<file path="config.mk">
export PLATFORM = sky130hd
export DESIGN_NAME = pattern_serializer
export DESIGN_NICKNAME = d
export VERILOG_FILES = /design/src/rtl/pattern_pkg.sv /design/src/rtl/pattern_ser_hold.sv /design/src/rtl/pattern_serializer.sv
export SDC_FILE = /design/constraint.sdc
export NUM_CORES = 1
export LEC_CHECK = 0
export BUFFER_PORTS_ARGS = -buffer_cell sky130_fd_sc_hd__buf_2
export CELL_PAD_IN_SITES_DETAIL_PLACEMENT = 0
export CELL_PAD_IN_SITES_GLOBAL_PLACEMENT = 1
export CORE_AREA = 5 5 55 57
export CTS_CLUSTER_SIZE = 25
export DETAILED_ROUTE_END_ITERATION = 16
export DIE_AREA = 0 0 60 62
export HOLD_SLACK_MARGIN = 0.06
export PLACE_DENSITY_LB_ADDON = 0.15
export REMOVE_ABC_BUFFERS = 1
export SLEW_MARGIN = 20
export SYNTH_ARGS = -nofsm -noshare
export SYNTH_HDL_FRONTEND = slang
export SYNTH_SLANG_ARGS = --single-unit
</file>
<file path="constraint.sdc">
create_clock -name clk -period 2.45 [get_ports clk]
set_clock_uncertainty 0.05 [all_clocks]
set_input_delay 0 -clock clk [delete_from_list [all_inputs] [get_ports clk]]
set_output_delay 0 -clock clk [all_outputs]
set_load 0.05 [all_outputs]
</file>
<file path="src/rtl/pattern_pkg.sv">
// Shared types and helpers for the pattern serializer / 101 detector slice.
// Used by pattern_serializer; the SER_PARITY_EN build adds the parity state.
package pattern_pkg;

  typedef enum logic [1:0] {
    ST_IDLE   = 2'b00,
    ST_SHIFT  = 2'b01,
    ST_PARITY = 2'b10
  } state_t;

  localparam int unsigned PARITY_MAX_W = 64;

  // Zero-extension does not change the XOR, so callers pass any word up to 64 bits.
  function automatic logic even_parity(input logic [PARITY_MAX_W-1:0] word);
    return ^word;
  endfunction

endpackage

</file>
<file path="src/rtl/pattern_ser_hold.sv">
// One-entry hold register with full flag: written on an accept during a frame,
// read (emptied) when the serializer reloads on its last-bit edge.
module pattern_ser_hold #(
  parameter int WIDTH = 8
) (
  input  logic             clk,
  input  logic             rst_n,
  input  logic             wr,
  input  logic [WIDTH-1:0] wr_data,
  input  logic             rd,
  output logic [WIDTH-1:0] data,
  output logic             full
);

  // NOTE: sequential state uses non-blocking (<=) so every register samples pre-edge values.
  // NOTE: the data word is reset as well, so a reset mid-frame leaves no stale word behind.
  always_ff @(posedge clk or negedge rst_n) begin
    if (!rst_n) begin
      data <= '0;
      full <= 1'b0;
    end else begin
      if (wr) data <= wr_data;
      if (wr)      full <= 1'b1;
      else if (rd) full <= 1'b0;
    end
  end

endmodule

</file>
<file path="src/rtl/pattern_serializer.sv">
// MSB-first word serializer feeding the 101 detector's X input, with a one-word
// hold buffer for gapless streaming. Define SER_PARITY_EN to append an even-parity bit.
module pattern_serializer
  import pattern_pkg::*;
#(
  parameter int   WIDTH      = 8,
  parameter logic IDLE_LEVEL = 1'b0
) (
  input  logic             clk,
  input  logic             rst_n,
  input  logic [WIDTH-1:0] in_data,
  input  logic             in_valid,
  output logic             in_ready,
  output logic             ser_out,
  output logic             ser_valid,
  output logic             word_start,
  output logic             busy
);

  localparam int             CNT_W    = $clog2(WIDTH);
  localparam logic [CNT_W-1:0] CNT_LAST = CNT_W'(WIDTH - 1);

  state_t             state, state_next;
  logic [WIDTH-1:0]   shift_q, shift_d;
  logic [CNT_W-1:0]   cnt_q, cnt_d;
  logic               ser_out_d, ser_valid_d, word_start_d;

  logic               hold_full, hold_wr, hold_rd;
  logic [WIDTH-1:0]   hold_data;

  logic               accept, frame_end, load_hold, load_bypass, do_load;
  logic [WIDTH-1:0]   load_word;

`ifdef SER_PARITY_EN
  logic               parity_q, parity_d;
`endif

  assign in_ready = !hold_full;
  assign busy     = (state != ST_IDLE) | hold_full;
  assign accept   = in_valid && in_ready;

  // frame_end is the edge that closes the current frame (bit 0, or the parity bit).
`ifdef SER_PARITY_EN
  assign frame_end = (state == ST_PARITY);
`else
  assign frame_end = (state == ST_SHIFT) && (cnt_q == '0);
`endif

  // A queued word always wins over a fresh accept; in_ready is low then anyway.
  assign load_hold   = frame_end && hold_full;
  assign load_bypass = accept && ((state == ST_IDLE) || (frame_end && !hold_full));
  assign do_load     = load_hold || load_bypass;
  assign load_word   = load_hold ? hold_data : in_data;

  assign hold_wr = accept && !load_bypass;
  assign hold_rd = load_hold;

  pattern_ser_hold #(.WIDTH(WIDTH)) u_hold (
    .clk     (clk),
    .rst_n   (rst_n),
    .wr      (hold_wr),
    .wr_data (in_data),
    .rd      (hold_rd),
    .data    (hold_data),
    .full    (hold_full)
  );

  always_comb begin
    // NOTE: every target gets a default first so no path leaves a latch behind.
    state_next   = state;
    shift_d      = shift_q;
    cnt_d        = cnt_q;
    ser_out_d    = ser_out;
    ser_valid_d  = ser_valid;
    word_start_d = 1'b0;
`ifdef SER_PARITY_EN
    parity_d     = parity_q;
`endif

    if (do_load) begin
      state_next   = ST_SHIFT;
      shift_d      = {load_word[WIDTH-2:0], 1'b0};
      cnt_d        = CNT_LAST;
      ser_out_d    = load_word[WIDTH-1];
      ser_valid_d  = 1'b1;
      word_start_d = 1'b1;
`ifdef SER_PARITY_EN
      parity_d     = even_parity(PARITY_MAX_W'(load_word));
`endif
    end else begin
      case (state)
        ST_SHIFT: begin
          if (cnt_q != '0) begin
            ser_out_d = shift_q[WIDTH-1];
            shift_d   = {shift_q[WIDTH-2:0], 1'b0};
            cnt_d     = cnt_q - 1'b1;
          end else begin
`ifdef SER_PARITY_EN
            state_next = ST_PARITY;
            ser_out_d  = parity_q;
`else
            state_next  = ST_IDLE;
            ser_out_d   = IDLE_LEVEL;
            ser_valid_d = 1'b0;
            shift_d     = '0;
`endif
          end
        end
        default: begin
          state_next  = ST_IDLE;
          ser_out_d   = IDLE_LEVEL;
          ser_valid_d = 1'b0;
          shift_d     = '0;
          cnt_d       = '0;
        end
      endcase
    end
  end

  always_ff @(posedge clk or negedge rst_n) begin
    if (!rst_n) begin
      state      <= ST_IDLE;
      shift_q    <= '0;
      cnt_q      <= '0;
      ser_out    <= IDLE_LEVEL;
      ser_valid  <= 1'b0;
      word_start <= 1'b0;
`ifdef SER_PARITY_EN
      parity_q   <= 1'b0;
`endif
    end else begin
      state      <= state_next;
      shift_q    <= shift_d;
      cnt_q      <= cnt_d;
      ser_out    <= ser_out_d;
      ser_valid  <= ser_valid_d;
      word_start <= word_start_d;
`ifdef SER_PARITY_EN
      parity_q   <= parity_d;
`endif
    end
  end

endmodule

</file>
==> reports/metrics.sh <==
RUN_STATUS='complete, no violations'
CRITPATHARRIVALTIME_NS=2.04
CP.REQUIRED_NS=2.60
START_UTIL=0.418
SYNTHTOPCELLSBYAREA='sky130_fd_sc_hd__dfrtp_1 (54%), sky130_fd_sc_hd__mux2_4 (12%), sky130_fd_sc_hd__a22oi_1 (5.2%)'
WORST_SKEW_PAIR.LATE_LATENCY_NS=0.30
TOTALPOWERFINAL_mW=1.47
PLACE.PORT_BUFFERS=15
CRITICAL-PATH-SLOWEST-CELL='sky130_fd_sc_hd__dfrtp_1'
FINAL.SETUP.WORST_SLACK_NS=0.564
GRT_ANTENNA_BEFORE_REPAIR=0
STDCELL_COUNT=138
CLKTRANSATPATHREGS_NS=0.12
WORST_HOLD_CLASS='in -> async'
CRITICAL-PATH-TOP-CELL-BY-COUNT='sky130_fd_sc_hd__ha_1'
ANT_NETS=0
DIE_WIDTH_UM=60
DETAILEDROUTE.FIRSTPASSITERATIONCOUNT=4
CRITICAL_PATH_PEAK_FANOUT=10
POSTCTSSETUPREPAIRBUFS=0
ANTENNA_CELLS=0
CTS_TREE='yes'
PATH_CELLS='inv_1 -> ha_1 -> ha_1 -> nand2b_4 -> nor2_8 -> mux2_4'
NUMBER_OF_DIFFERENT_LIBRARY_CELLS_IN_THE_POST_SYNTHESIS_NETLIST=22
SYN-CELL-AREA_UM2=1020
PLACE.GP.CONGESTION=0.734
TRANSITION_AT_THE_PIN_WITH_THE_SMALLEST_MAX_TRANSITION_SLACK_NS=0.597
GLOBAL_ROUTE_CONGESTION_OVERFLOW_TOTAL=0
TOTALNEGATIVESETUPSLACK_NS=0
SLEW_VIOL_FINAL=0
ROUTED-VIA-COUNT=674
RSZ0062_AT_GRT='false'
DETAILEDPLACE.WORSTSLACK_NS=0.575
NETS=122
SEQ_AREA_FRAC_SYNTH=0.541
STARTPOINT_TYPES='flop'
GRT_PASS1_VIAS=756
YOSYSTOPAREACELL='sky130_fd_sc_hd__dfrtp_1'
POWERDENSITY_nW_PER_UM2=1200
CORE_AREA_UM2=2430
WL_PER_CELL_UM=14.1
END_KIND='flop'
CAP_VIOL_MAX_COUNT=0
LAYOUT.CELLS.MOST_COMMON_LIST='sky130_fd_sc_hd__dfrtp_1 (22), sky130_fd_sc_hd__buf_2 (15), sky130_fd_sc_hd__nand2_1 (10), sky130_fd_sc_hd__dlygate4sd3_1 (10)'
FINALHOLDVIOLCOUNT=0
VIASPERCELL=4.88
GRT_MAX_DEGREE=23
PLACED_CELLS=124
LAYOUT.CELLS.MOST_COMMON='sky130_fd_sc_hd__dfrtp_1'
FIRST_PASS_GRT_WIRE_LENGTH_UM=3340
TIMING.FINAL.SETUP_VIOLATIONS=0
TRITONCTS.NUM_BUFFERS=3
CTS_BUFFER_DEPTH=2
ROW_COUNT=18
POWER.LEAKAGE_nW=0.615
FINALCRITPERIODSHARE=0.770
POST_SYNTH.CELL_AREA_AVG_UM2=12.1
FLOORPLAN.IO_PINS=16
DIE_H_UM=62
DRT_ITER0_DRC=16
FINALWORSTPATHREQUIREDPERIOD_NS=1.89
TOP_CELL_TYPE_S_SHARE_OF_SYNTHESIZED_AREA=0.541
CRITICAL-PATH-MAX-STAGE-DELAY_NS=0.38
FP.DIEAREA_UM2=3720
CELL_AT_THE_ROOT_OF_THE_CLOCK_TREE='sky130_fd_sc_hd__clkbuf_4'
SYNTHESIS.YOSYS.WARNINGS=0
DRT_WL_TOTAL_UM=1950
AREA_DELTA_SYNTH_FINAL_PCT=21.2
GRT_USE_TOTAL=0.124
CLOCK-SINKS=22
NFILLCELLS=235
FMAX_MHz=530
HTREE_LEVELS=1
SLEW_MARGIN_REL=0.602
SYNTH_SEQ_CELLS=22
POST-ROUTE-DRC-COUNT=0
SYNTH_CELLS=84
POST_ROUTE_CELLS_DRIVE_ABOVE_1_SHARE=0.296
VDD_IR_DROP_MAX_mV=0.621
WORST-SETUP-PATH-TYPE='reg -> reg'
## cells in the mapped netlist
library cell	instances
sky130_fd_sc_hd__dfrtp_1	22
sky130_fd_sc_hd__nand2_1	10
sky130_fd_sc_hd__mux2_4	8
sky130_fd_sc_hd__nand3_1	8
sky130_fd_sc_hd__a22oi_1	7
sky130_fd_sc_hd__inv_1	4
sky130_fd_sc_hd__a21o_1	3
sky130_fd_sc_hd__buf_2	3
sky130_fd_sc_hd__a21oi_1	2
sky130_fd_sc_hd__buf_6	2
sky130_fd_sc_hd__ha_1	2
sky130_fd_sc_hd__nor2b_1	2
sky130_fd_sc_hd__o21ai_0	2
sky130_fd_sc_hd__a21oi_2	1
sky130_fd_sc_hd__a32o_1	1
sky130_fd_sc_hd__and3_1	1
sky130_fd_sc_hd__clkbuf_1	1
sky130_fd_sc_hd__nand2b_1	1
sky130_fd_sc_hd__nand2b_4	1
sky130_fd_sc_hd__nor2_8	1
sky130_fd_sc_hd__or2_2	1
sky130_fd_sc_hd__xnor2_1	1
## critical path: cells and delay by family (launching register included)
kind,cells,cell delay (ns)
adder cells (fa/ha/maj),2,0.48
buffers and inverters,1,0.05
flip-flops,1,0.38
multiplexers,1,0.32
AND/OR/NAND/NOR,2,0.50
## power by group
group	leakage [nW]	switching [mW]	internal, mW	total [mW]
clock network	0.0210	0.107	0.0907	0.198
logic	0.326	0.354	0.309	0.663
registers	0.268	0.0904	0.523	0.613
## metrics by stage
stage / hold slack, ns / util / instance area (um2)
2_1_floorplan: -0.346 / - / 976
3_3_place_gp: -0.0551 / 0.451 / 1100
3_5_place_dp: -0.0604 / 0.451 / 1100
4_1_cts: 0.130 / 0.507 / 1230
5_1_grt: 0.146 / 0.507 / 1230
6_report: 0.119 / 0.507 / 1230
## registers in the layout (all words and copies together), names as in the netlist
register     cells
shift_q          7
cnt_q            3
ser_out          1
ser_valid        1
word_start       1
u_hold.full      1
u_hold.data      8
## layer usage
| metal | vias to the layer above | global-route usage | routed length (um) |
|---|---|---|---|
| met3 | 2 | 0.0289 | 74 |
| met5 | - | 0 | 0 |
| met1 | 324 | 0.157 | 959 |
| met2 | 13 | 0.193 | 900 |
| li1 | 335 | - | - |
| met4 | 0 | 0.0728 | 16 |
## kinds of logic after synthesis
group | count (synthesis) | share of synthesized area
buffers and inverters | 10 | 0.0553
DFF | 22 | 0.541
muxes | 8 | 0.118
AOI/OAI and AO/OA | 16 | 0.112
adders and majority gates | 2 | 0.0246
and+or+nand+nor | 25 | 0.140
xor gates and xnor gates | 1 | 0.00861
## layout make-up
cell class / count / area [um2] / area share
Inverter: 4 / 15.0 / 0.0122
Tap cell: 30 / 37.5 / 0.0305
Clock buffer: 4 / 36.3 / 0.0294
Timing Repair Buffer: 26 / 183 / 0.148
Multi-Input combinational cell: 52 / 410 / 0.333
Sequential cell: 22 / 551 / 0.447
## timing repair
action	4_1_cts	5_1_grt
endpoints found under the hold margin	40	0
hold buffers	10	0
resized for setup	0	0
## path summary, 6_finish.rpt
check	slack, ns	endpoint	from	cells after the start
max in group asynchronous	1.90	cnt_q[0]$_DFFE_PN0P_	rst_n	2
min in group clk	0.41	shift_q[4]$_DFF_PN0_	in_data[3]	4
hold / removal	0.12	cnt_q[2]$_DFFE_PN0P_	rst_n	2
hold reg to reg	0.45	shift_q[6]$_DFF_PN0_	shift_q[5]$_DFF_PN0_	2
setup reg to reg	0.56	u_hold.data[0]$_DFFE_PN0P_	cnt_q[0]$_DFFE_PN0P_	6
setup / recovery	0.56	u_hold.data[0]$_DFFE_PN0P_	cnt_q[0]$_DFFE_PN0P_	6
No activity file was read; power rests on OpenSTA's default activity.
